**src/rtl/updown_pkg.sv**
```systemverilog
// Shared types and constants for the up/down counter sequencer.
// Holds the FSM state encoding, direction codes and a counter width helper.
package updown_pkg;

  typedef enum logic [2:0] {
    StIdle,
    StUp,
    StHoldHi,
    StDown,
    StHoldLo
  } state_e;

  localparam logic DIR_UP   = 1'b0;
  localparam logic DIR_DOWN = 1'b1;

  // Bits needed to count 0..n-1, never less than one.
  function automatic int unsigned cnt_width(input int unsigned n);
    return (n <= 1) ? 1 : $clog2(n);
  endfunction

endpackage

```
**src/rtl/tick_gen.sv**
```systemverilog
// Step prescaler: asserts tick_o while the count sits at DIV-1, then wraps.
// clr_i holds the count at zero (used while idle and on abort).
module tick_gen
  import updown_pkg::*;
#(
  parameter int unsigned DIV = 4
) (
  input  logic clk_i,
  input  logic reset_i,
  input  logic clr_i,
  output logic tick_o
);

  localparam int unsigned PreW = cnt_width(DIV);
  localparam logic [PreW-1:0] PreLast = PreW'(DIV - 1);

  logic [PreW-1:0] pre_q, pre_d;

  assign tick_o = (pre_q == PreLast);

  always_comb begin
    pre_d = tick_o ? '0 : pre_q + 1'b1;
  end

  always_ff @(posedge clk_i) begin
    if (reset_i || clr_i) begin
      pre_q <= '0;
    end else begin
      pre_q <= pre_d;
    end
  end

endmodule

```
**src/rtl/updown_sequencer.sv**
```systemverilog
// Sequences an external up/down counter: load lo, ramp to hi, dwell, ramp back, dwell, repeat.
// Keeps a registered shadow of the counter value and drives all strobes from flops.
module updown_sequencer
  import updown_pkg::*;
#(
  parameter int unsigned N    = 4,
  parameter int unsigned DIV  = 4,
  parameter int unsigned HOLD = 2
) (
  input  logic         clk_i,
  input  logic         reset_i,
  input  logic         start_i,
  input  logic         stop_i,
  input  logic [N-1:0] lo_i,
  input  logic [N-1:0] hi_i,
  output logic         cnt_en_o,
  output logic         cnt_dir_o,
  output logic         cnt_load_o,
  output logic [N-1:0] load_val_o,
  output logic [N-1:0] value_o,
  output logic         busy_o,
  output logic         cycle_done_o,
  output logic         err_o
);

  localparam int unsigned HoldW = cnt_width(HOLD);
  localparam logic [HoldW-1:0] HoldLast = HoldW'(HOLD - 1);

  state_e           state_q;
  logic [N-1:0]     lo_r_q, hi_r_q;
  logic [HoldW-1:0] hold_q;
  logic             cnt_en_q, cnt_dir_q, cnt_load_q, busy_q, cycle_done_q, err_q;
  logic [N-1:0]     load_val_q, value_q;
  logic [N-1:0]     val_inc, val_dec;
  logic             tick;
  logic             pre_clr;

  assign val_inc = value_q + 1'b1;
  assign val_dec = value_q - 1'b1;
  assign pre_clr = (state_q == StIdle) || stop_i;

  tick_gen #(
    .DIV (DIV)
  ) u_tick_gen (
    .clk_i   (clk_i),
    .reset_i (reset_i),
    .clr_i   (pre_clr),
    .tick_o  (tick)
  );

  always_ff @(posedge clk_i) begin
    if (reset_i) begin
      state_q      <= StIdle;
      lo_r_q       <= '0;
      hi_r_q       <= '0;
      hold_q       <= '0;
      cnt_en_q     <= 1'b0;
      cnt_dir_q    <= DIR_UP;
      cnt_load_q   <= 1'b0;
      load_val_q   <= '0;
      value_q      <= '0;
      busy_q       <= 1'b0;
      cycle_done_q <= 1'b0;
      err_q        <= 1'b0;
    end else begin
      cnt_en_q     <= 1'b0;
      cnt_load_q   <= 1'b0;
      cycle_done_q <= 1'b0;
      err_q        <= 1'b0;
      // stop outranks start and any coincident tick; harmless when already idle
      if (stop_i) begin
        state_q <= StIdle;
        busy_q  <= 1'b0;
      end else begin
        unique case (state_q)
          StIdle: begin
            if (start_i) begin
              if (lo_i < hi_i) begin
                lo_r_q     <= lo_i;
                hi_r_q     <= hi_i;
                cnt_load_q <= 1'b1;
                load_val_q <= lo_i;
                value_q    <= lo_i;
                cnt_dir_q  <= DIR_UP;
                busy_q     <= 1'b1;
                state_q    <= StUp;
              end else begin
                err_q <= 1'b1;
              end
            end
          end
          StUp: begin
            if (tick) begin
              cnt_en_q  <= 1'b1;
              cnt_dir_q <= DIR_UP;
              value_q   <= val_inc;
              if (val_inc == hi_r_q) begin
                hold_q  <= '0;
                state_q <= StHoldHi;
              end
            end
          end
          StDown: begin
            if (tick) begin
              cnt_en_q  <= 1'b1;
              cnt_dir_q <= DIR_DOWN;
              value_q   <= val_dec;
              if (val_dec == lo_r_q) begin
                cycle_done_q <= 1'b1;
                hold_q       <= '0;
                state_q      <= StHoldLo;
              end
            end
          end
          StHoldHi, StHoldLo: begin
            if (tick) begin
              if (hold_q == HoldLast) begin
                hold_q <= '0;
                if (state_q == StHoldHi) begin
                  cnt_dir_q <= DIR_DOWN;
                  state_q   <= StDown;
                end else begin
                  cnt_dir_q <= DIR_UP;
                  state_q   <= StUp;
                end
              end else begin
                hold_q <= hold_q + 1'b1;
              end
            end
          end
          default: state_q <= StIdle;
        endcase
      end
    end
  end

  assign cnt_en_o     = cnt_en_q;
  assign cnt_dir_o    = cnt_dir_q;
  assign cnt_load_o   = cnt_load_q;
  assign load_val_o   = load_val_q;
  assign value_o      = value_q;
  assign busy_o       = busy_q;
  assign cycle_done_o = cycle_done_q;
  assign err_o        = err_q;

endmodule

```
**config.mk**
```make
export PLATFORM = sky130hd
export DESIGN_NAME = updown_sequencer
export DESIGN_NICKNAME = d
export VERILOG_FILES = /design/src/rtl/updown_pkg.sv /design/src/rtl/tick_gen.sv /design/src/rtl/updown_sequencer.sv
export SDC_FILE = /design/constraint.sdc
export NUM_CORES = 1
export LEC_CHECK = 0
export BUFFER_PORTS_ARGS = -buffer_cell sky130_fd_sc_hd__buf_2
export CORE_UTILIZATION = 49
export DETAILED_ROUTE_END_ITERATION = 12
export HOLD_SLACK_MARGIN = 0.06
export PLACE_DENSITY = 0.76
export SETUP_SLACK_MARGIN = 0.1
export SLEW_MARGIN = 20
export SYNTH_ARGS = -nofsm -noshare
export SYNTH_HDL_FRONTEND = slang
export SYNTH_HIERARCHICAL = 1
export SYNTH_SLANG_ARGS = --single-unit
```
**constraint.sdc**
```tcl
create_clock -name clk_i -period 2 [get_ports clk_i]
set_input_delay 0.1 -clock clk_i [delete_from_list [all_inputs] [get_ports clk_i]]
set_output_delay 0.1 -clock clk_i [all_outputs]
set_load 0.05 [all_outputs]
```
# After elaboration in Yosys (flattened, before gate mapping)
# Cells that the tools add are included.
# totals
ff_bits	24
input_bits	12
elab_cells	91
# op_classes
n_lt_le_gt_ge	1
n_mux	34
n_bitwise	6
reduce_logical	19
n_addsub	4
n_eq_ne	15
# ops
operator	count
$mux 3	8
$mux 1	17
$mux 4	4
$reduce_and 8->1	2
$pmux 3 s4	1
$pmux 4 s3	1
$eq 4x4->1	2
$ne 2x1->1 const B	4
$ne 2x2->1 const B	4
$reduce_or 2->1	4
$reduce_or 4->1	2
$reduce_and 7->1	1
$eq 3x2->1 const B	2
$not 1->1	6
$reduce_and 6->1	1
$reduce_bool 3->1	2
$add 4x1->4 const B	1
$lt 4x4->1	1
$pmux 1 s4	1
$reduce_and 4->1	1
$reduce_bool 4->1	1
$sub 4x1->4 const B	1
$eq 3x1->1 const B	1
$eq 3x3->1 const B	1
9 further kinds	10

# Logic depth before layout (Yosys ltp)
# depth
ltp_word	5
depth_mapped	9
ltp_nobuf	8

# Hierarchy
# Netlist, hierarchy kept.
# by_module_without_submodules
mod	cells_each	n_inst	seq_area_each_um2	area_per_inst_um2
updown_sequencer	156	1	440.4	1288.7
tick_gen	5	1	40.0	80.1

# Worst setup path after synthesis
# OpenSTA, ideal clock, no wires.
# synth_timing
path_type	reg-to-reg
start	register value_q[0], in the netlist value_o[0]
end	register state_q[1]
setup_slack_ns	-0.596
stages_incl_launch_ff	9
arrival_time_ns	2.493
t_required_ns	1.897
period_less_slack_ns	2.596
cell_sequence	dfxtp_1 buf_2 inv_1 ha_1 xor2_1 or4_4 o21ai_4 nand2_2 a2111oi_2
# synth_via
elab_chain_len	4
elab_cells_between_ends	7
classes_between	add/sub: 2; eq/ne: 4; reduce/logical: 1
# synth_rtl
element	line_no	text
start: declaration	updown_sequencer.sv:33	logic [N-1:0] load_val_q, value_q;
start signal: assignment	updown_sequencer.sv:83	value_q <= lo_i;
start signal: assignment	updown_sequencer.sv:96	value_q <= val_inc;
start signal: assignment	updown_sequencer.sv:107	value_q <= val_dec;
$sub 4x1->4 / $add 4x1->4 (equally long branches)	updown_sequencer.sv:39, updown_sequencer.sv:38	
$eq 4x4->1 (on tied branches)	updown_sequencer.sv:108, updown_sequencer.sv:97	
$ne 2x2->1 (no line)	-	
$reduce_and 8->1 (no line) *	-	
end signal: assignment	updown_sequencer.sv:53	state_q <= StIdle;
end signal: assignment	updown_sequencer.sv:111	state_q <= StHoldLo;
end signal: assignment	updown_sequencer.sv:121	state_q <= StDown;
end: declaration	updown_sequencer.sv:29	state_e state_q;
# Every way passes the cells marked *; elsewhere a longest branch is shown, timed or not.
# A chain may end at the register's enable or synchronous reset.

# Final worst setup path
# layout_timing
start	register value_q[0], in the netlist value_o[0]
end	register state_q[0]
# The elaborated chain is that of the path after synthesis.

==> flow_summary.toml <==
[synthesis]
synth_area_per_cell_um2 = 8.50
synthMuxAreaShare = 0.0804
synth_top_family_by_area = "simple AND/OR/NAND/NOR gates"
ys.warnings.count = 6
syn_nets = 179
synth_cell_types = 42
yosys.area_share.xor_xnor = 0.0832
synthTopCellsByArea = "dfxtp_1, mux2i_1, xnor2_1"
synthTopCellsByCount = "dfxtp_1, nor2_1, nand2_1"
syn_area_um2 = 1370
synthCells = 161
synth_compound_area_frac = 0.147
ys_seq_area_frac = 0.351
synth-simple-area-share = 0.227
yosysTopAreaCellShare = 0.351
synth_edf_count = 0
synth-adder-area-share = 0.0548
yosysMostFrequentCell = "dfxtp_1"
synth_seq_cells = 24
synth_area_leader_cell = "dfxtp_1"
ys_async_sr_fraction = 0
synth_flop_cell = "dfxtp_1"

[placement]
place_area_um2 = 1540
place_congestion = 0.860
dp_hpwl_um = 2240
portBuffers = 25

[timing]
fmax_ghz = 0.519
rsz0062_at_grt = "true"
hold_viol = 0
tightest_slew_ns = 0.556
setup-tns-final_ns = 0
min_period_ns = 1.93
skew_ns = 0.00459
report.final.slew_viol_count = 0
slew_headroom = 0.627
fin_crit_sh = 0.963
setup_viol = 0

[cts]
htreeDepth = 1
cts.path.max_buffers = 2
cts_tree = "done"
cts_made_buffers = 3
clk_latency_ns = 0.32
root_buffer = "clkbuf_4"
cts.sinks = 24
cts.clk_slew.worst_paths_ns = 0.14

[global_route]
grt.overflow.total = 0
antenna_found_initial = 0
grt_usage = 0.230
grt_pass1_vias = 1167
grt_pass1_wl_um = 4900
grt_start_max_net_pins = 23

[setup_path]
end_kind = "register"
worstPathArrival_ns = 2.15
start_kind = "register"
critPathKind = "reg2reg"
cp_max_fo = 5
cpLargestDelayFamily = "compound AO/OA/AOI/OAI gates"
cpPeakStageDelay_ns = 0.47
crit_buf_inv = 1
cp_slowest_cell = "a2111o_1"
cp_data_required_time_ns = 2.22
critical_path_depth = 7
path_cells = "buf_4 -> xor2_1 -> o211ai_1 -> a2111o_1 -> o21ai_4 -> a211oi_1 -> o31a_1"
rr_worst_depth = 7

[power_and_ir_drop]
p_clk_frac = 0.257
powerDensity_nw_per_um2 = 587
peakVddDrop_mv = 0.440
netSwitchingPower_uw = 312
pwr-share-comb = 0.240
p_leak_uw = 0.000724
p_sw_frac = 0.305
seqPwrFrac = 0.502
intPower_uw = 710

[floorplanning]
fp.dieW_um = 54.9
core_area_um2 = 2570
num_rows = 18
start_util = 0.533
pin_count = 26
floorplan.die_area_um2 = 3010
chipHeight_um = 54.9

[layout]
area.growth.synth_to_final_pct = 27.1
n_antenna_cell = 0
multi_input_area_um2 = 863
drive_gt1_frac = 0.318
seq_area_um2 = 498
design_area_um2 = 1740
final_nets = 214
fillerInstances = 223

[routing]
firstDrtPassIters = 4
wl_um = 3060
drtAntennaViolNets = 0
route.vias.total = 1219
avgRoutedWirePerCell_um = 13.6
via_per_inst = 5.42
drc_errors = 0
drt_iter0_drc = 17

[outcome]
status = "completed"

[worst_hold_path]
hold_path.class = "in2reg"
min_path_cells = 3

[flow_run]
drv_cap = 0
-- registers in the layout, indices dropped and copies added, names as in the netlist --
signal and cells:
hi_r_q 4, load_val_o 4, value_o 4, state_q 3
u_tick_gen/pre_q 2, busy_o 1, cnt_dir_o 1, cnt_en_o 1
cnt_load_o 1, cycle_done_o 1, err_o 1, hold_q 1
-- per-stage QoR --
stage	util	instances	hold WS (ns)	worst slack [ns]	total power, uW
final	0.678	225	0.0579	0.0750	1020
after global routing	0.678	225	0.0771	0.0158	1070
after detailed placement	0.600	208	0.366	0.0911	738
after global placement	0.600	208	0.345	0.156	731
after CTS	0.647	221	0.0601	0.0928	1010
after floorplan	-	161	0.174	0.00710	687
-- power by group through the flow --
stage                     combinational [uW]  sequential, uW  clock (uW)
after detailed placement                 215             523           0
after global placement                   210             521           0
after floorplan                          137             550           0
after CTS                                229             512         269
final                                    246             513         263
after global routing                     269             516         281
-- cells by family (layout without fill, tap and decap cells) --
| kind of cell | after synthesis | after routing |
|---|---|---|
| AO/OA/AOI/OAI | 29 | 29 |
| adder cells (fa/ha/maj) | 6 | 6 |
| buffers and inverters | 20 | 54 |
| AND/OR/NAND/NOR | 58 | 58 |
| multiplexers | 11 | 11 |
| XOR/XNOR | 13 | 13 |
| flip-flops | 24 | 24 |
-- worst min-delay path, cell delays in order --
cell	delay [ns]
buf_2	0.10
mux2i_1	0.07
nor2_1	0.08
-- area by class of cell --
cell class                 count  share of cell area
timing repair buffer          42               0.155
tap                           30              0.0216
sequential                    24               0.286
multi-input combinational    117               0.496
inverter                       8              0.0201
clock buffer                   4              0.0208
-- path summary, 6_finish.rpt --
kind	end	slack (ns)	from
setup / recovery	state_q[0]$_SDFFE_PP0P_	0.07	value_o[0]$_SDFFE_PP0P_
hold reg to reg	u_tick_gen/pre_q[0]$_SDFF_PP0_	0.45	u_tick_gen/pre_q[0]$_SDFF_PP0_
hold / removal	load_val_o[3]$_SDFFE_PP0P_	0.06	lo_i[3]
setup reg to reg	state_q[0]$_SDFFE_PP0P_	0.07	value_o[0]$_SDFFE_PP0P_
-- cells in the final DEF (no fill, tap or decap), types with 2 or more instances in the layout --
cell type | synthesis | routed
a211oi_1 | 2 | 2
a21oi_1 | 9 | 9
and3_1 | 2 | 2
buf_2 | 2 | 25
buf_4 | 0 | 10
clkbuf_4 | 0 | 3
dfxtp_1 | 24 | 16
dfxtp_2 | 0 | 5
dfxtp_4 | 0 | 3
dlygate4sd3_1 | 0 | 7
ha_1 | 6 | 4
ha_4 | 0 | 2
inv_1 | 8 | 6
inv_4 | 0 | 2
mux2i_1 | 11 | 11
nand2_1 | 15 | 15
nand2b_1 | 3 | 3
nand3_1 | 3 | 2
nor2_1 | 17 | 17
nor2b_1 | 2 | 2
nor3_2 | 1 | 2
o211ai_1 | 2 | 2
o21ai_0 | 3 | 3
o21ai_1 | 4 | 4
o31ai_1 | 2 | 2
xnor2_1 | 10 | 10
xor2_1 | 3 | 3
-- layer usage --
layer / global-route usage / routed length [um] / vias up / part of all wire
met5: 0 / 0 / - / 0
met4: 0.0855 / 39 / 0 / 0.013
met3: 0.0250 / 104 / 5 / 0.034
met2: 0.424 / 1570 / 35 / 0.51
met1: 0.266 / 1350 / 563 / 0.44
li1: - / - / 616 / -
-- repair_timing --
action                                  4_1_cts  5_1_grt
buffers inserted                              2        4
hold endpoints to repair                      8        0
endpoints found under the setup margin        2       13
pin swaps                                     0        2
gates resized for setup                       0       12
hold buffers                                  7        0
(Power assumes the default switching activity.)
